### src/rtl/simon_pkg.sv
// simon_pkg: definitions shared by the Simon level-memory loader and reader.
//   colour_e        : 2-bit colour code stored in the level RAM
//   MAX_LEVEL       : longest sequence the level RAM can hold
//   LEVEL_ADDR_W    : level RAM address width
//   player_state_e  : sequence_player FSM states
package simon_pkg;

  localparam int unsigned MAX_LEVEL    = 8;
  localparam int unsigned LEVEL_ADDR_W = 3;

  typedef enum logic [1:0] {
    RED    = 2'd0,
    GREEN  = 2'd1,
    BLUE   = 2'd2,
    YELLOW = 2'd3
  } colour_e;

  typedef enum logic [2:0] {
    ST_IDLE,
    ST_FETCH_A,
    ST_FETCH_W,
    ST_SHOW,
    ST_GAP,
    ST_DONE
  } player_state_e;

endpackage

### src/rtl/phase_timer.sv
// phase_timer: loadable down-counter with a zero flag, shared by the SHOW
// and GAP phases of sequence_player.
//   clk        : system clock
//   reset      : synchronous, active-low reset (count -> 0)
//   load_i     : load load_val_i (takes priority over decrement)
//   load_val_i : value to load
//   en_i       : decrement by one while non-zero
//   zero_o     : count is zero
module phase_timer #(
  parameter int unsigned W = 8
) (
  input  logic         clk,
  input  logic         reset,
  input  logic         load_i,
  input  logic [W-1:0] load_val_i,
  input  logic         en_i,
  output logic         zero_o
);

  logic [W-1:0] count_q;

  always_ff @(posedge clk) begin
    if (!reset) begin
      count_q <= '0;
    end else if (load_i) begin
      count_q <= load_val_i;
    end else if (en_i && (count_q != '0)) begin
      count_q <= count_q - 1'b1;
    end
  end

  assign zero_o = (count_q == '0);

endmodule

### src/rtl/sequence_player.sv
// sequence_player: replays the stored Simon colour sequence for the current
// round. Reads steps 0..len-1 from a registered-read level RAM, shows each
// colour for ON_CYCLES with led_on high, then keeps dark for OFF_CYCLES.
//   clk       : system clock
//   reset     : synchronous, active-low reset
//   start     : request playback (sampled only in IDLE)
//   level     : steps to play, 0..8 (larger values clamp to 8)
//   mem_data  : colour from level RAM, valid one cycle after mem_addr
//   mem_addr  : level RAM read address
//   color_out : colour currently shown
//   led_on    : colour is being displayed
//   busy      : playback in progress
//   done      : one-cycle pulse at end of playback
// Optional feature macro SEQ_PLAYER_SPEEDUP_EN: halves the on-time for
// playbacks of 5 or more steps (minimum 1 cycle), chosen at start.
module sequence_player
  import simon_pkg::*;
#(
  parameter int unsigned ADDR_W     = LEVEL_ADDR_W,
  parameter int unsigned ON_CYCLES  = 25000000,
  parameter int unsigned OFF_CYCLES = 12500000
) (
  input  logic              clk,
  input  logic              reset,
  input  logic              start,
  input  logic [ADDR_W:0]   level,
  input  logic [1:0]        mem_data,
  output logic [ADDR_W-1:0] mem_addr,
  output logic [1:0]        color_out,
  output logic              led_on,
  output logic              busy,
  output logic              done
);

  localparam int unsigned TMAX = (ON_CYCLES > OFF_CYCLES) ? ON_CYCLES : OFF_CYCLES;
  localparam int unsigned TW   = $clog2(TMAX + 1);

  localparam logic [TW-1:0]     ON_LOAD  = TW'(ON_CYCLES - 1);
  localparam logic [TW-1:0]     OFF_LOAD = TW'(OFF_CYCLES - 1);
  localparam logic [ADDR_W:0]   LEN_MAX  = {1'b1, {ADDR_W{1'b0}}};
  localparam logic [ADDR_W:0]   LEN_ONE  = (ADDR_W+1)'(1);
  localparam logic [ADDR_W-1:0] STEP_ONE = ADDR_W'(1);

  player_state_e     state_q, state_d;
  logic [ADDR_W-1:0] step_q, step_d;
  logic [ADDR_W:0]   len_q, len_d;
  logic [ADDR_W-1:0] addr_q, addr_d;
  colour_e           color_q, color_d;
  logic              led_q, led_d;
  logic              busy_q, busy_d;
  logic              done_q, done_d;

  logic [ADDR_W:0]   len_in;
  logic [ADDR_W:0]   last_step;
  logic [TW-1:0]     on_load;
  logic              t_load, t_en, t_zero;
  logic [TW-1:0]     t_val;

  assign len_in    = (level > LEN_MAX) ? LEN_MAX : level;
  assign last_step = len_q - LEN_ONE;

`ifdef SEQ_PLAYER_SPEEDUP_EN
  localparam int unsigned   ON_HALF   = ((ON_CYCLES >> 1) >= 1) ? (ON_CYCLES >> 1) : 1;
  localparam logic [TW-1:0] FAST_LOAD = TW'(ON_HALF - 1);
  localparam logic [ADDR_W:0] FAST_LEN = (ADDR_W+1)'(5);

  logic [TW-1:0] on_load_q, on_load_d;

  always_ff @(posedge clk) begin
    if (!reset) begin
      on_load_q <= '0;
    end else begin
      on_load_q <= on_load_d;
    end
  end

  always_comb begin
    on_load_d = on_load_q;
    if ((state_q == ST_IDLE) && start) begin
      on_load_d = (len_in >= FAST_LEN) ? FAST_LOAD : ON_LOAD;
    end
  end

  assign on_load = on_load_q;
`else
  assign on_load = ON_LOAD;
`endif

  phase_timer #(.W(TW)) u_timer (
    .clk        (clk),
    .reset      (reset),
    .load_i     (t_load),
    .load_val_i (t_val),
    .en_i       (t_en),
    .zero_o     (t_zero)
  );

  always_ff @(posedge clk) begin
    if (!reset) begin
      state_q <= ST_IDLE;
      step_q  <= '0;
      len_q   <= '0;
      addr_q  <= '0;
      color_q <= RED;
      led_q   <= 1'b0;
      busy_q  <= 1'b0;
      done_q  <= 1'b0;
    end else begin
      state_q <= state_d;
      step_q  <= step_d;
      len_q   <= len_d;
      addr_q  <= addr_d;
      color_q <= color_d;
      led_q   <= led_d;
      busy_q  <= busy_d;
      done_q  <= done_d;
    end
  end

  always_comb begin
    state_d = state_q;
    step_d  = step_q;
    len_d   = len_q;
    addr_d  = addr_q;
    color_d = color_q;
    led_d   = led_q;
    busy_d  = busy_q;
    done_d  = 1'b0;
    t_load  = 1'b0;
    t_val   = '0;
    t_en    = 1'b0;

    unique case (state_q)
      ST_IDLE: begin
        busy_d = 1'b0;
        if (start) begin
          len_d  = len_in;
          step_d = '0;
          if (len_in == '0) begin
            state_d = ST_DONE;
          end else begin
            addr_d  = '0;
            busy_d  = 1'b1;
            state_d = ST_FETCH_A;
          end
        end
      end
      ST_FETCH_A: state_d = ST_FETCH_W;
      ST_FETCH_W: begin
        color_d = colour_e'(mem_data);
        led_d   = 1'b1;
        t_load  = 1'b1;
        t_val   = on_load;
        state_d = ST_SHOW;
      end
      ST_SHOW: begin
        t_en = 1'b1;
        if (t_zero) begin
          led_d   = 1'b0;
          t_load  = 1'b1;
          t_val   = OFF_LOAD;
          state_d = ST_GAP;
        end
      end
      ST_GAP: begin
        t_en = 1'b1;
        if (t_zero) begin
          if ({1'b0, step_q} == last_step) begin
            busy_d  = 1'b0;
            done_d  = 1'b1;
            state_d = ST_DONE;
          end else begin
            step_d  = step_q + STEP_ONE;
            addr_d  = step_q + STEP_ONE;
            state_d = ST_FETCH_A;
          end
        end
      end
      ST_DONE: begin
        // Entered with done already set from GAP; an empty playback enters
        // with done clear, so it spends one extra cycle here raising it.
        if (done_q) begin
          state_d = ST_IDLE;
        end else begin
          done_d = 1'b1;
        end
      end
      default: state_d = ST_IDLE;
    endcase
  end

  assign mem_addr  = addr_q;
  assign color_out = color_q;
  assign led_on    = led_q;
  assign busy      = busy_q;
  assign done      = done_q;

endmodule

### config.mk
export PLATFORM = sky130hd
export DESIGN_NAME = sequence_player
export DESIGN_NICKNAME = d
export VERILOG_FILES = /design/src/rtl/simon_pkg.sv /design/src/rtl/phase_timer.sv /design/src/rtl/sequence_player.sv
export SDC_FILE = /design/constraint.sdc
export NUM_CORES = 1
export LEC_CHECK = 0
export CAP_MARGIN = 40
export CELL_PAD_IN_SITES_DETAIL_PLACEMENT = 2
export CELL_PAD_IN_SITES_GLOBAL_PLACEMENT = 2
export CORE_ASPECT_RATIO = 1.2
export CORE_MARGIN = 5
export CORE_UTILIZATION = 36
export DETAILED_ROUTE_END_ITERATION = 16
export HOLD_SLACK_MARGIN = 0.12
export PLACE_DENSITY_LB_ADDON = 0.1
export SLEW_MARGIN = 10
export SYNTH_ARGS = -nofsm -noshare
export SYNTH_HDL_FRONTEND = slang
export SYNTH_SLANG_ARGS = --single-unit
### constraint.sdc
create_clock -name clk -period 2.95 [get_ports clk]
set_clock_uncertainty 0.1 [all_clocks]
set_input_delay 0.295 -clock clk [delete_from_list [all_inputs] [get_ports clk]]
set_output_delay 0.295 -clock clk [all_outputs]
set_load 0.05 [all_outputs]
## Yosys cells after proc, flatten, opt, wreduce, memory -nomap -nowiden

Cells that the tools add are included.
Widths: inputs -> output; s select.

- Word-level logic and storage cells: 74
- Input port bits: 9
- Register bits after elaboration: 43

- Add/subtract/negate cells: 3
- Equal/unequal tests: 13
- $lt $le $gt $ge: 1
- Mux-type cells: 33
- Reductions and logical operators: 15

Operator list:

| kind | number |
|---|---|
| $mux 25 | 2 |
| $pmux 25 s2 | 1 |
| $mux 3 | 11 |
| $logic_not 25->1 | 1 |
| $reduce_bool 25->1 | 1 |
| $sub 25x1->25 const B | 1 |
| $mux 24 | 1 |
| $pmux 3 s6 | 1 |
| $ne 2x2->1 const B | 7 |
| $pmux 3 s2 | 2 |
| $mux 1 | 10 |
| $pmux 1 s2 | 4 |
| $reduce_and 4->1 | 2 |
| $eq 3x2->1 const B | 2 |
| $eq 3x3->1 const B | 2 |
| $reduce_bool 2->1 | 3 |
| $reduce_and 5->1 | 1 |
| $eq 3x4->1 | 1 |
| $gt 4x4->1 const B | 1 |
| $logic_not 4->1 | 1 |
| $mux 4 | 1 |
| $reduce_and 2->1 | 2 |
| $sub 4x1->4 const B | 1 |
| $add 3x1->3 const B | 1 |
| 5 further kinds | 5 |

## Depth between registers and ports, before layout

Gate-level depths: netlist (run 1).

- Depth in word-level cells: 6
- Mapped depth: 9
- Depth with buffers taken out: 8

## Modules after synthesis

A second synthesis (run 1) with hierarchy kept.

- Cells, all modules: 292
- Area total of the unflattened synthesis: 2,453.6 µm²

Modules (own cells, without submodules):

| module | cells each | sequential area each (µm²) | instances | area each (µm²) |
|---|---|---|---|---|
| phase_timer | 180 | 500.5 | 1 | 1,470.2 |
| sequence_player | 112 | 360.3 | 1 | 983.4 |

## Worst setup path after synthesis (run 1)

No wires, ideal clock.

- Kind: reg-to-reg
- From: reg u_timer.count_q[0]
- To: reg u_timer.count_q[22]
- Buffers on the path: 0
- Data arrival time: 1,948 ps
- Stages on the path, launching flop included: 9
- Setup slack: 786 ps
- Clock period less this slack: 2,164 ps
- Required time: 2,734 ps
- Cells stage by stage: dfxtp_1 -> inv_1 -> ha_1 -> nor4b_1 -> nand4_1 -> nor4b_2 -> nand3_1 -> a22o_1 -> and3_1

- Longest elaborated chain between the ends: 4
- Elaborated cells on any way between the ends: 9
- Those cells by class: 1 x add/sub; 4 x mux; 4 x reduce/logical

Ends and longest elaborated chain:

| element | RTL line | RTL |
|---|---|---|
| start, declared | phase_timer.sv:20 | `logic [W-1:0] count_q;` |
| start signal, assigned | phase_timer.sv:26 | `count_q <= load_val_i;` |
| start signal, assigned | phase_timer.sv:28 | `count_q <= count_q - 1'b1;` |
| parallel branches: the longest is 4 deep, another holds $sub 25x1->25 | -- |  |

Parallel ways; which one is timed is not known. The select of a mux whose other input is x is not followed.
A chain may end at the register's enable or synchronous reset.

## Worst setup path in the final report (run 1)

Same ends and word-level chain as after synthesis.

==> reports/results.txt, run 1 <==
status = completed
initial core utilization = 37.4%
# diodes = 0
post-synth top area cell = dfxtp_1
gpl congestion = 0.722
Worst Setup Slack, final = 0.395 ns
TNS Setup = 0 ns
first-pass GRT wire length = 11700 um
Post-CTS Setup Bufs = 0
CP Launch Type = flop
Post-synth top flop = dfxtp_1
Post-CTS Hold Buffers = 0
VDD IR-drop max = 283 uV
remaining antenna violation count = 0
Final Util = 43.2%
Root Buffer = clkbuf_8
Worst slew margin = 59.4%
core area = 6490 um^2
register area share after synthesis = 35.5%
final period utilization = 86.6%
P&R area growth vs syn = 15.4%
vias in the first global route = 2355
CP Capture Type = flop
total power = 2.33 mW
total routed wirelength = 6870 um
Syn. warnings = 0
IO Count = 17
Yosys top cell area share = 35.5%
H-tree levels = 2
fill count = 776
final hold vios = 0
routed via count = 2131
unrepaired setup endpoints after global routing = no
initial antenna violation count = 0
HP Class = flop to flop
critical path's largest stage delay = 0.51 ns
Cell Pwr Density = 832 nW/um^2
first-pass iteration count of the detailed router = 4
Via density = 5.49
Die Area = 8490 um^2
leakage = 1.03 nW
worst slew pin tran = 0.608 ns
clk_lat worst skew = 0.31 ns
most frequent cell after synthesis = dfxtp_1
clk buf depth = 2
EDFF count, synth = 0
gr usage total = 17.2%
TritonCTS clock tree = yes
CP Cell Sequence = inv_1 > ha_1 > nor4b_1 > nand4_1 > nor4b_2 > nand3_1 > a22o_1 > and3_1
clk sinks = 43
fmax = 391 MHz
Syn Std Cell Area = 2430 um^2
post_cts resized = 0
Max Slew Vio Count = 0
pin count of the biggest net entering global routing = 39
top cells by area, synth = dfxtp_1 35%, xnor2_1 5.8%, a21boi_0 5.6%, nand2_1 5.1%, nor2_1 3.1%
die height = 99.9 um
Final setup viols = 0
Overflow after GRT = 0
worst setup path class = flop to flop
clk slew on worst S/H paths = 0.09 ns
critical path data required time = 3.05 ns
Syn Inst Count = 286
DRC violations left = 0
Worst path slowest cell = nor4b_2
Num CTS Buffers = 5
row count = 32
pre-CTS WS = 0.396 ns
Initial DRC Count = 21
post-synthesis average cell area = 8.48 um^2
DP HPWL = 5110 um
count of different cell masters after synthesis = 56
Final Critical Period = 2.55 ns
WL/cell = 17.7 um
FF+latch count, synth = 43
max_cap viols = 0
Post-synth top cells = 43 x dfxtp_1, 33 x nand2_1, 20 x nor2_1, 18 x a21boi_0, 16 x xnor2_1
Die Wd = 84.9 um
WP data arrival = 2.65 ns
I/O Buffers = 16
share of layout cells above drive strength 1 = 9.90%
Async SR Flop Fraction = 0%
Max Fanout on Critical Path = 7
syn nets = 298
Final Net Count = 314
power by group:
part / total [mW] / internal (mW) / switching, mW
Clock: 0.495 / 0.274 / 0.221
Combinational: 1.00 / 0.402 / 0.600
Sequential: 0.830 / 0.685 / 0.146
sequential cells by signal (all words and copies together) (netlist names):
name	cells
len_q	4
led_on	1
step_q	3
done	1
busy	1
color_out	2
u_timer.count_q	25
mem_addr	3
state_q	3
routing by layer:
metal  track usage (%)  up-vias  share of wire, %
li1                  -     1056                 -
met3              2.55        5               1.7
met4              4.75        0               1.2
met5                 0        -                 0
met1              20.4     1053                45
met2              32.1       17                52
critical path: cells and delay by family (launching register included):
family                     cells  cell delay [ns]
adders and majority gates      1             0.28
AOI/OAI and AO/OA              1             0.20
and+or+nand+nor                5             1.45
buffers and inverters          1             0.07
DFF                            1             0.35
worst paths after layout:
kind	startpoint	end	slack, ns	cells past startpoint
max	u_timer.count_q[0]$_SDFFE_PN0P_	u_timer.count_q[22]$_SDFFE_PN0P_	0.40	8
min	color_out[1]$_SDFFE_PN0P_	color_out[1]$_SDFFE_PN0P_	0.37	2
max reg2reg	u_timer.count_q[0]$_SDFFE_PN0P_	u_timer.count_q[22]$_SDFFE_PN0P_	0.40	8
min reg2reg	color_out[1]$_SDFFE_PN0P_	color_out[1]$_SDFFE_PN0P_	0.37	2
layout make-up:
type | count | area, um^2 | share of cell area (%)
multi-input combinational | 220 | 1460 | 52.3
sequential | 43 | 861 | 30.8
timing repair buffer | 24 | 220 | 7.87
tap | 85 | 106 | 3.80
clock buffer | 6 | 82.6 | 2.95
clock inverter | 2 | 35.0 | 1.25
inverter | 8 | 30.0 | 1.07
cells by family after synthesis:
| family | share of synthesized area [%] |
|---|---|
| AND/OR/NAND/NOR | 31.5 |
| buffers and inverters | 4.18 |
| flip-flops | 35.5 |
| XOR/XNOR | 8.66 |
| multiplexers | 0.825 |
| adder cells (fa/ha/maj) | 1.55 |
| AO/OA/AOI/OAI | 17.8 |
metrics by stage:
stage | hold WS, ns | std cells | area, um^2
finish | 0.369 | 388 | 2800
global placement | 0.351 | 380 | 2680
CTS | 0.374 | 388 | 2800
global route | 0.397 | 388 | 2800
floorplan | 0.340 | 286 | 2430
detailed placement | 0.364 | 380 | 2680
layout by cell type, fill, tap and decap left out, types with 4 or more instances in the layout:
cell	instances
dfxtp_1	43
nand2_1	33
nor2_1	20
a21boi_0	18
xnor2_1	16
clkdlybuf4s50_1	16
nand3_1	13
o21ai_0	10
inv_1	8
nor3_1	8
xor2_1	8
buf_4	8
a21oi_1	7
and3_1	7
clkbuf_8	6
nor4_1	5
nor4b_1	4
nand4_1	4
nand2b_1	4
o21a_1	4
(Power assumes the default switching activity.)
==> run 2, diff against run 1 <==
Settings changed: CORE_UTILIZATION 36 to 38.
Clock period 2.95 ns to 3.25 ns, I/O delays scaled along.
==> run 2 against run 1 <==
Routed wire length is 0.99% higher. Fmax is 4.7% lower. Critical path depth grew 1. Die area shrank 4.7%. Critical path type unchanged. Critical endpoint is now u_timer.count_q[19]$_SDFFE_PN0P_. Largest power group unchanged. Highest routed layer unchanged.
==> reports/results.txt, run 2 (synthesis results as in run 1) <==
commonest non-fill, non-tap cell in the layout = dfxtp_1
Largest Register = u_timer.count_q
Die Wd = 82.9 um
vias in the first global route = 2376
post_cts resized = 0
DP HPWL = 5180 um
Initial DRC Count = 55
clk buf depth = 2
fill count = 747
Worst Setup EP = u_timer.count_q[19]$_SDFFE_PN0P_
Worst slew margin = 61.1%
r2r endpoint = u_timer.count_q[19]$_SDFFE_PN0P_
routed via count = 2134
CP Capture Type = flop
core area = 6330 um^2
HP Class = flop to flop
die height = 97.5 um
IO Count = 17
Num CTS Buffers = 5
# diodes = 0
Final Net Count = 311
WL/cell = 18.0 um
Final Critical Period = 2.68 ns
row count = 32
reg2reg start = u_timer.count_q[0]$_SDFFE_PN0P_
CP Cell Sequence = inv_1 > ha_1 > nor4b_1 > nand4_1 > o21ai_1 > buf_4 > nor4_4 > xnor2_1 > a21boi_1
total routed wirelength = 6940 um
Post-CTS Setup Bufs = 0
P&R area growth vs syn = 13.5%
first-pass GRT wire length = 11900 um
fmax = 373 MHz
pin count of the biggest net entering global routing = 39
Max Fanout on Critical Path = 8
Post-CTS Hold Buffers = 0
R2R depth = 9
CP Launch Type = flop
Via density = 5.54
Root Buffer = clkbuf_8
final hold vios = 0
WP data arrival = 2.75 ns
R2R setup slack = 0.57 ns
gpl congestion = 0.781
initial antenna violation count = 0
final period utilization = 82.5%
Overflow after GRT = 0
clk sinks = 43
clk slew on worst S/H paths = 0.09 ns
Max Slew Vio Count = 0
leakage = 0.997 nW
VDD IR-drop max = 218 uV
remaining antenna violation count = 0
worst slew pin tran = 0.578 ns
first-pass iteration count of the detailed router = 4
worst setup path class = flop to flop
gr usage total = 17.7%
hold slack final = 0.377 ns
Worst Setup SP = u_timer.count_q[0]$_SDFFE_PN0P_
clk_lat worst skew = 0.30 ns
Cell Pwr Density = 736 nW/um^2
most frequent cells in the layout = 43 x dfxtp_1, 33 x nand2_1, 20 x nor2_1
initial core utilization = 38.4%
Final setup viols = 0
H-tree levels = 2
DRC violations left = 0
Die Area = 8090 um^2
TNS Setup = 0 ns
max_cap viols = 0
TritonCTS clock tree = yes
critical path's largest stage delay = 0.55 ns
Worst path slowest cell = o21ai_1
unrepaired setup endpoints after global routing = no
I/O Buffers = 16
status = completed
share of layout cells above drive strength 1 = 9.00%
critical path data required time = 3.31 ns
number of flip-flops in the largest register = 25
top flop regs = u_timer.count_q: 25 flops, len_q: 4 flops
## run 2: cell count changes in the layout (fill, tap and decap cells not counted), sizes merged
| cell | delta |
|---|---|
| buf | -3 |
| clkinvlp | +1 |
| clkbuf | -1 |
| clkinv | +1 |
| bufinv | -1 |
## run 2: worst min-delay path by stage
stage                                         start                        end  depth (start not counted)
after detailed placement  color_out[1]$_SDFFE_PN0P_  color_out[1]$_SDFFE_PN0P_                          2
after global placement    color_out[1]$_SDFFE_PN0P_  color_out[1]$_SDFFE_PN0P_                          2
after CTS                 color_out[1]$_SDFFE_PN0P_  color_out[1]$_SDFFE_PN0P_                          2
after global routing      color_out[1]$_SDFFE_PN0P_  color_out[1]$_SDFFE_PN0P_                          2
after floorplan               len_q[1]$_SDFFE_PN0P_      len_q[1]$_SDFFE_PN0P_                          2
final                     color_out[1]$_SDFFE_PN0P_  color_out[1]$_SDFFE_PN0P_                          2
## run 2: cell type report
class / instances / area [um^2] / area share, %
clock buffer: 5 / 68.8 / 2.50
multi-input combinational: 220 / 1460 / 53.2
timing repair buffer: 21 / 198 / 7.18
inverter: 8 / 30.0 / 1.09
clock inverter: 3 / 25.0 / 0.909
tap: 85 / 106 / 3.86
sequential: 43 / 861 / 31.3
## run 2: where the power goes
part	switching [mW]	total [mW]	leakage [nW]	internal, mW
Combinational	0.547	0.905	0.602	0.358
Clock	0.210	0.364	0.0443	0.154
Sequential	0.135	0.756	0.351	0.622
Total	0.891	2.02	0.997	1.13
## run 2: worst max-delay path, delay by kind of cell, from the launching register on
family	cells	cell delay [ns]
XOR/XNOR	1	0.19
adder cells (fa/ha/maj)	1	0.27
AO/OA/AOI/OAI	2	0.64
buffers and inverters	2	0.34
flip-flops	1	0.35
AND/OR/NAND/NOR	3	0.64
## run 2: through the flow
stage,util (%),setup WS [ns],std cells,area (um^2),power [mW]
finish,43.5,0.568,385,2750,2.02
global route,43.5,0.191,385,2750,2.18
CTS,43.5,0.466,385,2750,2.05
detailed placement,42.0,0.485,377,2660,1.67
global placement,42.0,0.746,377,2660,1.64
floorplan,-,1.09,286,2430,1.42
## run 2: per-layer routing
layer / vias to the layer above / part of all wire, % / global-route usage [%]
met4: 0 / 0.98 / 4.28
li1: 1046 / - / -
met5: - / 0 / 0
met1: 1063 / 44 / 20.5
met2: 19 / 53 / 34.0
met3: 6 / 1.6 / 2.21
